==> src/rtl/stream_packet_arbiter.sv <==
// -----------------------------------------------------------------------------
// stream_packet_arbiter
//
// Packet-level round-robin arbiter that lets N narrow input streams share one
// stream_upsize instance. A source is granted on its first beat and keeps the
// grant until its last beat is accepted, so packets never interleave at the
// upsizer input. The granted source index is exported on m_id_o so downstream
// logic can tag the widened output.
//
// Parameters:
//   T_DATA_WIDTH  width of one narrow beat
//   N_SOURCES     number of requesting streams (>= 2)
//   ID_WIDTH      $clog2(N_SOURCES), width of m_id_o (not overridable)
//
// Ports:
//   clk_i      in   clock
//   rst_i      in   asynchronous reset, active-high
//   s_data_i   in   per-source beat data (unpacked array, N_SOURCES entries)
//   s_last_i   in   per-source last-beat flag
//   s_valid_i  in   per-source valid
//   s_ready_o  out  per-source ready (only the granted source can see 1)
//   m_data_o   out  granted beat data
//   m_last_o   out  granted last flag
//   m_valid_o  out  granted valid
//   m_ready_i  in   downstream (upsizer) ready
//   m_id_o     out  index of the granted source, stable for the whole packet
//   m_beat_o   out  16-bit zero-based beat index in the current packet
//                   (present only when STREAM_ARB_BEAT_CNT_EN is defined)
//
// Optional feature macro: STREAM_ARB_BEAT_CNT_EN
// -----------------------------------------------------------------------------
module stream_packet_arbiter #(
  parameter  int T_DATA_WIDTH = 1,
  parameter  int N_SOURCES    = 4,
  localparam int ID_WIDTH     = $clog2(N_SOURCES)
) (
  input  logic                    clk_i,
  input  logic                    rst_i,
  input  logic [T_DATA_WIDTH-1:0] s_data_i [N_SOURCES],
  input  logic [N_SOURCES-1:0]    s_last_i,
  input  logic [N_SOURCES-1:0]    s_valid_i,
  output logic [N_SOURCES-1:0]    s_ready_o,
  output logic [T_DATA_WIDTH-1:0] m_data_o,
  output logic                    m_last_o,
  output logic                    m_valid_o,
  input  logic                    m_ready_i,
  output logic [ID_WIDTH-1:0]     m_id_o
`ifdef STREAM_ARB_BEAT_CNT_EN
  ,
  output logic [15:0]             m_beat_o
`endif
);

  typedef enum logic [0:0] {
    IDLE = 1'b0,
    BUSY = 1'b1
  } state_t;

  state_t              state_r;
  state_t              state_nxt_s;
  logic [ID_WIDTH-1:0] grant_r;
  logic [ID_WIDTH-1:0] rr_ptr_r;
  logic [ID_WIDTH-1:0] pick_s;
  logic                found_s;
  logic                beat_hs_s;
  logic                pkt_end_s;
  logic [ID_WIDTH-1:0] ptr_nxt_s;

  // Round-robin search: first valid source starting at rr_ptr, wrapping modulo N.
  always_comb begin
    pick_s  = rr_ptr_r;
    found_s = 1'b0;
    for (int k = 0; k < N_SOURCES; k++) begin
      int sum;
      logic [ID_WIDTH-1:0] idx;
      sum = int'(rr_ptr_r) + k;
      if (sum >= N_SOURCES) begin
        sum = sum - N_SOURCES;
      end else begin
        sum = sum;
      end
      idx = ID_WIDTH'(sum);
      if (!found_s && s_valid_i[idx]) begin
        pick_s  = idx;
        found_s = 1'b1;
      end else begin
        found_s = found_s;
      end
    end
  end

  // Next round-robin pointer after the granted packet ends: grant+1 with wrap.
  always_comb begin
    if (grant_r == ID_WIDTH'(N_SOURCES - 1)) begin
      ptr_nxt_s = {ID_WIDTH{1'b0}};
    end else begin
      ptr_nxt_s = grant_r + ID_WIDTH'(1);
    end
  end

  // Next-state logic and the combinational grant mux (no added per-beat latency).
  always_comb begin
    state_nxt_s = state_r;
    m_data_o    = s_data_i[0];
    m_last_o    = 1'b0;
    m_valid_o   = 1'b0;
    s_ready_o   = {N_SOURCES{1'b0}};
    m_id_o      = {ID_WIDTH{1'b0}};
    beat_hs_s   = 1'b0;
    pkt_end_s   = 1'b0;
    case (state_r)
      IDLE: begin
        if (found_s) begin
          state_nxt_s = BUSY;
        end else begin
          state_nxt_s = IDLE;
        end
      end
      BUSY: begin
        m_data_o           = s_data_i[grant_r];
        m_last_o           = s_last_i[grant_r];
        m_valid_o          = s_valid_i[grant_r];
        s_ready_o[grant_r] = m_ready_i;
        m_id_o             = grant_r;
        beat_hs_s          = s_valid_i[grant_r] & m_ready_i;
        pkt_end_s          = beat_hs_s & s_last_i[grant_r];
        if (pkt_end_s) begin
          state_nxt_s = IDLE;
        end else begin
          state_nxt_s = BUSY;
        end
      end
      default: begin
        state_nxt_s = IDLE;
      end
    endcase
  end

  // State, grant and round-robin pointer registers.
  always_ff @(posedge clk_i or posedge rst_i) begin
    if (rst_i) begin
      state_r  <= IDLE;
      grant_r  <= {ID_WIDTH{1'b0}};
      rr_ptr_r <= {ID_WIDTH{1'b0}};
    end else begin
      state_r <= state_nxt_s;
      if ((state_r == IDLE) && found_s) begin
        grant_r <= pick_s;
      end else begin
        grant_r <= grant_r;
      end
      if (pkt_end_s) begin
        rr_ptr_r <= ptr_nxt_s;
      end else begin
        rr_ptr_r <= rr_ptr_r;
      end
    end
  end

`ifdef STREAM_ARB_BEAT_CNT_EN
  logic [15:0] beat_cnt_r;

  // Beat index within the packet: counts accepted beats, clears on the last one,
  // and sticks at all-ones on very long packets rather than wrapping.
  always_ff @(posedge clk_i or posedge rst_i) begin
    if (rst_i) begin
      beat_cnt_r <= 16'h0000;
    end else if (pkt_end_s) begin
      beat_cnt_r <= 16'h0000;
    end else if (beat_hs_s && (beat_cnt_r != 16'hFFFF)) begin
      beat_cnt_r <= beat_cnt_r + 16'h0001;
    end else begin
      beat_cnt_r <= beat_cnt_r;
    end
  end

  assign m_beat_o = beat_cnt_r;
`endif

endmodule

==> config.mk <==
export PLATFORM = sky130hd
export DESIGN_NAME = stream_packet_arbiter
export DESIGN_NICKNAME = d
export VERILOG_FILES = /design/src/rtl/stream_packet_arbiter.sv
export SDC_FILE = /design/constraint.sdc
export NUM_CORES = 1
export LEC_CHECK = 0
export ABC_AREA = 1
export BUFFER_PORTS_ARGS = -buffer_cell sky130_fd_sc_hd__buf_4
export CAP_MARGIN = 20
export CORE_UTILIZATION = 45
export DETAILED_ROUTE_END_ITERATION = 10
export HOLD_SLACK_MARGIN = 0.06
export PLACE_DENSITY = 0.71
export SYNTH_ARGS = -nofsm -noshare
export SYNTH_HDL_FRONTEND = slang
export SYNTH_SLANG_ARGS = --single-unit
==> constraint.sdc <==
create_clock -name clk_i -period 3.2 [get_ports clk_i]
set_clock_uncertainty 0.05 [all_clocks]
set_input_delay 0.16 -clock clk_i [delete_from_list [all_inputs] [get_ports clk_i]]
set_output_delay 0.16 -clock clk_i [all_outputs]
set_load 0.01 [all_outputs]
==> results of run 1 <==
==> logic make-up (layout without fill, tap and decap cells) <==
kind of cell	Yosys count	in the layout	synth area share [%]
fa+ha+maj	4	4	6.10
flops	5	5	15.2
buf+inv	25	48	14.2
simple gates	95	95	56.4
compound gates	10	10	8.08
==> what timing repair did <==
action                                 4_1_cts  5_1_grt
endpoints found under the hold margin        5        0
gates resized for setup                      0        0
hold buffers                                 1        0
==> final cells by class <==
class	instances	area [µm²]	area share (%)
sequential	5	125	12.2
timing repair buffer	24	183	17.9
multi-input combinational	109	579	56.7
inverter	20	77.6	7.59
tap	25	31.3	3.06
clock buffer	4	26.3	2.57
==> synthesized netlist by cell type, types with 2 or more instances <==
library cell  instances
nand3_2               3
inv_2                 3
nor2_1               12
inv_1                16
nand2_2               9
buf_6                 2
nand3_1              12
dfrtp_1               5
ha_1                  4
nand2_1              53
o21ai_0               4
nand2_4               2
==> metal layers <==
metal | vias to the layer above | wire length, µm | global-route usage [%]
met1 | 397 | 944 | 29.1
met2 | 23 | 905 | 33.8
met5 | - | 0 | 0
met3 | 2 | 47 | 2.40
met4 | 0 | 14 | 5.45
li1 | 472 | - | -
==> registers in the layout, summed over array words and instances (netlist names) <==
register and cells:
grant_r 2, state_r 1, rr_ptr_r 2
==> per-stage QoR <==
step | utilization (%) | hold WS [ns] | area, µm²
finish | 59.2 | 0.268 | 1020
global route | 59.2 | 0.285 | 1020
CTS | 59.2 | 0.262 | 1020
detailed placement | 57.1 | 0.0233 | 986
global placement | 57.1 | 0.0186 | 986
floorplan | - | -0.111 | 821
==> critical path: stages (launching register included) <==
cell and delay [ns]:
dfrtp_1 0.60, inv_2 0.21, nand2_1 0.12, nand2_2 0.09, nand2_1 0.11, nand2_4 0.09, nor2_8 0.11, nand2_1 0.06
nor2_1 0.09, nor2_1 0.05, nand2_1 0.05, nand2_1 0.04
==> power breakdown <==
part / switching [mW] / total (mW) / internal (mW)
combinational: 0.425 / 0.695 / 0.270
sequential: 0.0813 / 0.172 / 0.0912
clock: 0.0262 / 0.0734 / 0.0472
==> cell usage in the layout, fill, tap and decap left out <==
cell type	synthesis	final
nand2_1	53	53
buf_4	1	23
inv_1	16	16
nand3_1	12	12
nor2_1	12	12
nand2_2	9	9
dfrtp_1	5	5
o21ai_0	4	4
ha_1	4	4
inv_2	3	3
nand3_2	3	3
clkbuf_4	0	3
nand2_4	2	2
inv_4	1	1
nor2_8	1	1
o21ai_2	1	1
nand4_1	1	1
nand3_4	1	1
o22a_1	1	1
a21oi_1	1	1
a32oi_1	1	1
nor2_2	1	1
o21ai_1	1	1
a32o_1	1	1
clkbuf_1	1	1
dlygate4sd3_1	0	1
==> worst paths after layout <==
check / start / to / slack, ns / cells after the start
worst max-delay path: rr_ptr_r[0] / grant_r[1] / 1.40 / 11
worst min-delay path: m_ready_i / rr_ptr_r[0] / 0.27 / 5
worst max register to register: rr_ptr_r[0] / grant_r[1] / 1.40 / 11
worst min register to register: grant_r[1] / grant_r[1] / 0.60 / 2
max in group asynchronous: rst_i / grant_r[1] / 2.61 / 3
min in group asynchronous: rst_i / rr_ptr_r[0] / 0.32 / 3
==> flow_summary.json, run 1 <==
{
  "crit_required_ns": 3.28,
  "synthesis.instances": 139,
  "avgSynthCellArea_um2": 5.90,
  "cap_violations": 0,
  "startpoint_type": "register",
  "grt_max_degree": 15,
  "ioPinCount": 24,
  "drtAntennaViolNets": 0,
  "drtIter0Drc": 26,
  "numCtsBuffers": 3,
  "critical_path_class": "register to register",
  "instances_no_fill": 187,
  "synth_area_leaders": "nand2_1 (24%), dfrtp_1 (15%), nand3_1 (7.3%)",
  "num_vias": 894,
  "wl_per_cell_um": 10.2,
  "timing.final.crit_share_pct": 56.2,
  "area_growth_pct": 24.5,
  "cts.sinks": 5,
  "seq_area_frac_synth_pct": 15.2,
  "clock_path_buffers": 2,
  "p_leak_nw": 0.590,
  "antenna_found_initial": 0,
  "die_w_um": 44.7,
  "drcViolationCount": 0,
  "io_buffers": 23,
  "die_h_um": 44.7,
  "cts.clk_slew.worst_paths_ns": 0.04,
  "critical_path_peak_fanout": 14,
  "status": "finished clean",
  "yosysUniqueCellTypes": 26,
  "setup_viol": 0,
  "synth_flop_cell": "dfrtp_1",
  "rows": 15,
  "ctsRootBufferMaster": "clkbuf_4",
  "first_pass_iters": 5,
  "cts_tree": "yes",
  "dp_slack_ns": 1.42,
  "post_cts_buffers": 0,
  "grt_first_pass_wirelength_um": 3140,
  "fin_ws_ns": 1.40,
  "drt_wl_total_um": 1910,
  "die-area_mm2": 0.00200,
  "htree_levels": 1,
  "via_per_inst": 4.78,
  "postSynth.asyncResetShare_pct": 100,
  "drive_gt1_share_pct": 29.6,
  "core_mm2": 0.00173,
  "irDropWorstVdd_mv": 0.633,
  "hp-class": "input port to register",
  "slew_headroom_pct": 71.2,
  "yosysTopAreaCell": "nand2_1",
  "ys_ff_latch": 5,
  "overflow": 0,
  "gp_congestion": 0.796,
  "fmax_ghz": 0.556,
  "yosysWarnings": 0,
  "synth_edf_count": 0,
  "n_antenna_cell": 0,
  "grt_usage_pct": 20.8,
  "finalCriticalPeriod_ns": 1.80,
  "yosys.area.top_type_share_pct": 24.2,
  "drv_slew": 0,
  "grt_pass1_vias": 764,
  "cp.arrival_ns": 1.88,
  "powerDensity_mw_per_mm2": 920,
  "finalHoldViolations": 0,
  "place_inst": 182,
  "syn_area_um2": 821,
  "num-fill-cells": 171,
  "syn_nets": 158,
  "dp_hpwl_um": 1560,
  "initial_core_util_pct": 47.5,
  "worst_pin_slew_ns": 0.433,
  "nets": 182,
  "fin_tns_setup_ns": 0,
  "finalPower_mw": 0.941,
  "clk_latency_ns": 0.24,
  "critPathCaptureType": "register",
  "rsz0062_at_grt": "false"
}
(Power assumes the default switching activity.)
==> inputs of run 2 (changes only) <==
clock period = 1.8 ns   (was 3.2 ns; I/O delays follow)
==> flow_summary.json, run 2 (synthesized netlist as in run 1, its figures left out) <==
{
  "crit_path_cell_trace": "inv_2, nand2_1, nand2_2, nand2_1, nand2_4, nand3_1, nand3_1, nand3_1, nand2_1, nand2_1",
  "nets": 183,
  "powerDensity_mw_per_mm2": 1660,
  "irDropWorstVdd_mv": 0.914,
  "cp_num_buf_inv": 1,
  "antenna_found_initial": 0,
  "critPathCaptureType": "register",
  "ctsRootBufferMaster": "clkbuf_4",
  "clock_path_buffers": 2,
  "die-area_mm2": 0.00200,
  "post_cts_buffers": 0,
  "cts.clk_slew.worst_paths_ns": 0.05,
  "comb_power_share_pct": 76.2,
  "final_cell_mix": "nand2_1 (53), buf_4 (24), inv_1 (16)",
  "grt_pass1_vias": 744,
  "cpMaxStageDelayCell": "dfrtp_1",
  "dp_hpwl_um": 1610,
  "critical_path.max_stage_delay_ns": 0.43,
  "rows": 15,
  "overflow": 0,
  "ioPinCount": 24,
  "num_vias": 899,
  "final_common_cell": "nand2_1",
  "core_mm2": 0.00173,
  "cap_violations": 0,
  "drt_wl_total_um": 1980,
  "p_sw_mw": 0.970,
  "timing.final.crit_share_pct": 92.3,
  "cp_top_family": "simple AND/OR/NAND/NOR gates",
  "p_leak_nw": 0.594,
  "via_per_inst": 4.78,
  "drive_gt1_share_pct": 30.7,
  "grt_usage_pct": 21.6,
  "htree_levels": 1,
  "critical_path_peak_fanout": 12,
  "crit_required_ns": 1.88,
  "first_pass_iters": 4,
  "initial_core_util_pct": 47.5,
  "rsz0062_at_grt": "false",
  "critical_path_class": "register to register",
  "clkPwrFrac_pct": 7.6,
  "sw_frac_of_total_pct": 56.6,
  "wl_met3_um": 36,
  "drcViolationCount": 0,
  "pwr-share-seq_pct": 16.2,
  "cts_tree": "yes",
  "wl_met2_um": 942,
  "met1_length_um": 1000,
  "drv_slew": 0,
  "numCtsBuffers": 3,
  "slew_headroom_pct": 79.3,
  "finalHoldViolations": 0,
  "worst_pin_slew_ns": 0.310,
  "fmax_ghz": 0.602,
  "gp_congestion": 0.888,
  "hp-class": "input port to register",
  "grt_first_pass_wirelength_um": 3280,
  "die_h_um": 44.7,
  "r2r_setup_slack_ns": 0.14,
  "grt_max_degree": 13,
  "setup_viol": 0,
  "cp_common_cell": "nand2_1",
  "highest_layer": "met3",
  "drtAntennaViolNets": 0,
  "status": "finished clean",
  "drtIter0Drc": 19,
  "place_inst": 183,
  "io_buffers": 23,
  "die_w_um": 44.7,
  "area_growth_pct": 25.6,
  "fin_tns_setup_ns": 0,
  "wl_per_cell_um": 10.5,
  "clk_latency_ns": 0.24,
  "finalCriticalPeriod_ns": 1.66,
  "cts.sinks": 5,
  "internal_power_mw": 0.743,
  "cp.arrival_ns": 1.74,
  "instances_no_fill": 188,
  "top_regs": "grant_r (2), rr_ptr_r (2), state_r (1)",
  "startpoint_type": "register",
  "n_antenna_cell": 0
}
[run 2: changes by cell type in the layout (fill, tap and decap cells not counted)]
cell and change:
buf_4 +1, dfrtp_1 -1, dfrtp_2 +1
[run 2: worst min-delay path: stages]
cell     delay (ns)
buf_4          0.11
nand2_1        0.07
nor2_2         0.06
nand3_1        0.07
nand2_1        0.05
[run 2: stage by stage]
stage / hold slack, ns / total power [mW] / cell area, µm² / setup WS [ns] / utilization [%]
floorplan: -0.181 / 1.29 / 821 / 0.375 / -
global placement: -0.0469 / 1.55 / 993 / 0.178 / 57.5
detailed placement: -0.0415 / 1.57 / 993 / 0.170 / 57.5
CTS: 0.179 / 1.71 / 1030 / 0.144 / 59.6
global route: 0.239 / 1.88 / 1030 / 0.00825 / 59.7
finish: 0.200 / 1.71 / 1030 / 0.138 / 59.7
[run 2: power groups by stage]
stage,logic [mW],registers [mW],clock network [mW]
after detailed placement,1.29,0.277,0
after global routing,1.45,0.291,0.140
after floorplan,1.09,0.200,0
after CTS,1.30,0.275,0.134
final,1.30,0.277,0.130
after global placement,1.27,0.275,0
[run 2: repair_timing]
item                       4_1_cts  5_1_grt
setup endpoints to repair        0        1
resized for setup                0        1
hold buffers                     1        0
hold endpoints to repair         5        0
[run 2: final cells by class]
| class | instances | area, µm² |
|---|---|---|
| clock buffer | 4 | 26.3 |
| fill | 182 | 696 |
| inverter | 20 | 77.6 |
| multi-input combinational | 109 | 579 |
| sequential | 5 | 126 |
| tap | 25 | 31.3 |
| timing repair buffer | 25 | 190 |
[run 2: final timing paths]
path                          endpoint         from  cells after the start
min in group asynchronous  rr_ptr_r[1]        rst_i                      3
max in group asynchronous   grant_r[0]        rst_i                      3
setup reg to reg            grant_r[1]  rr_ptr_r[0]                     10
setup / recovery            grant_r[1]  rr_ptr_r[0]                     10
hold / removal             rr_ptr_r[0]    m_ready_i                      5
hold reg to reg             grant_r[0]   grant_r[0]                      2
[run 2: layer usage]
| metal | track usage [%] | vias up |
|---|---|---|
| li1 | - | 480 |
| met1 | 34.8 | 409 |
| met2 | 31.2 | 10 |
| met3 | 3.60 | 0 |
| met4 | 1.82 | 0 |
| met5 | 0 | - |
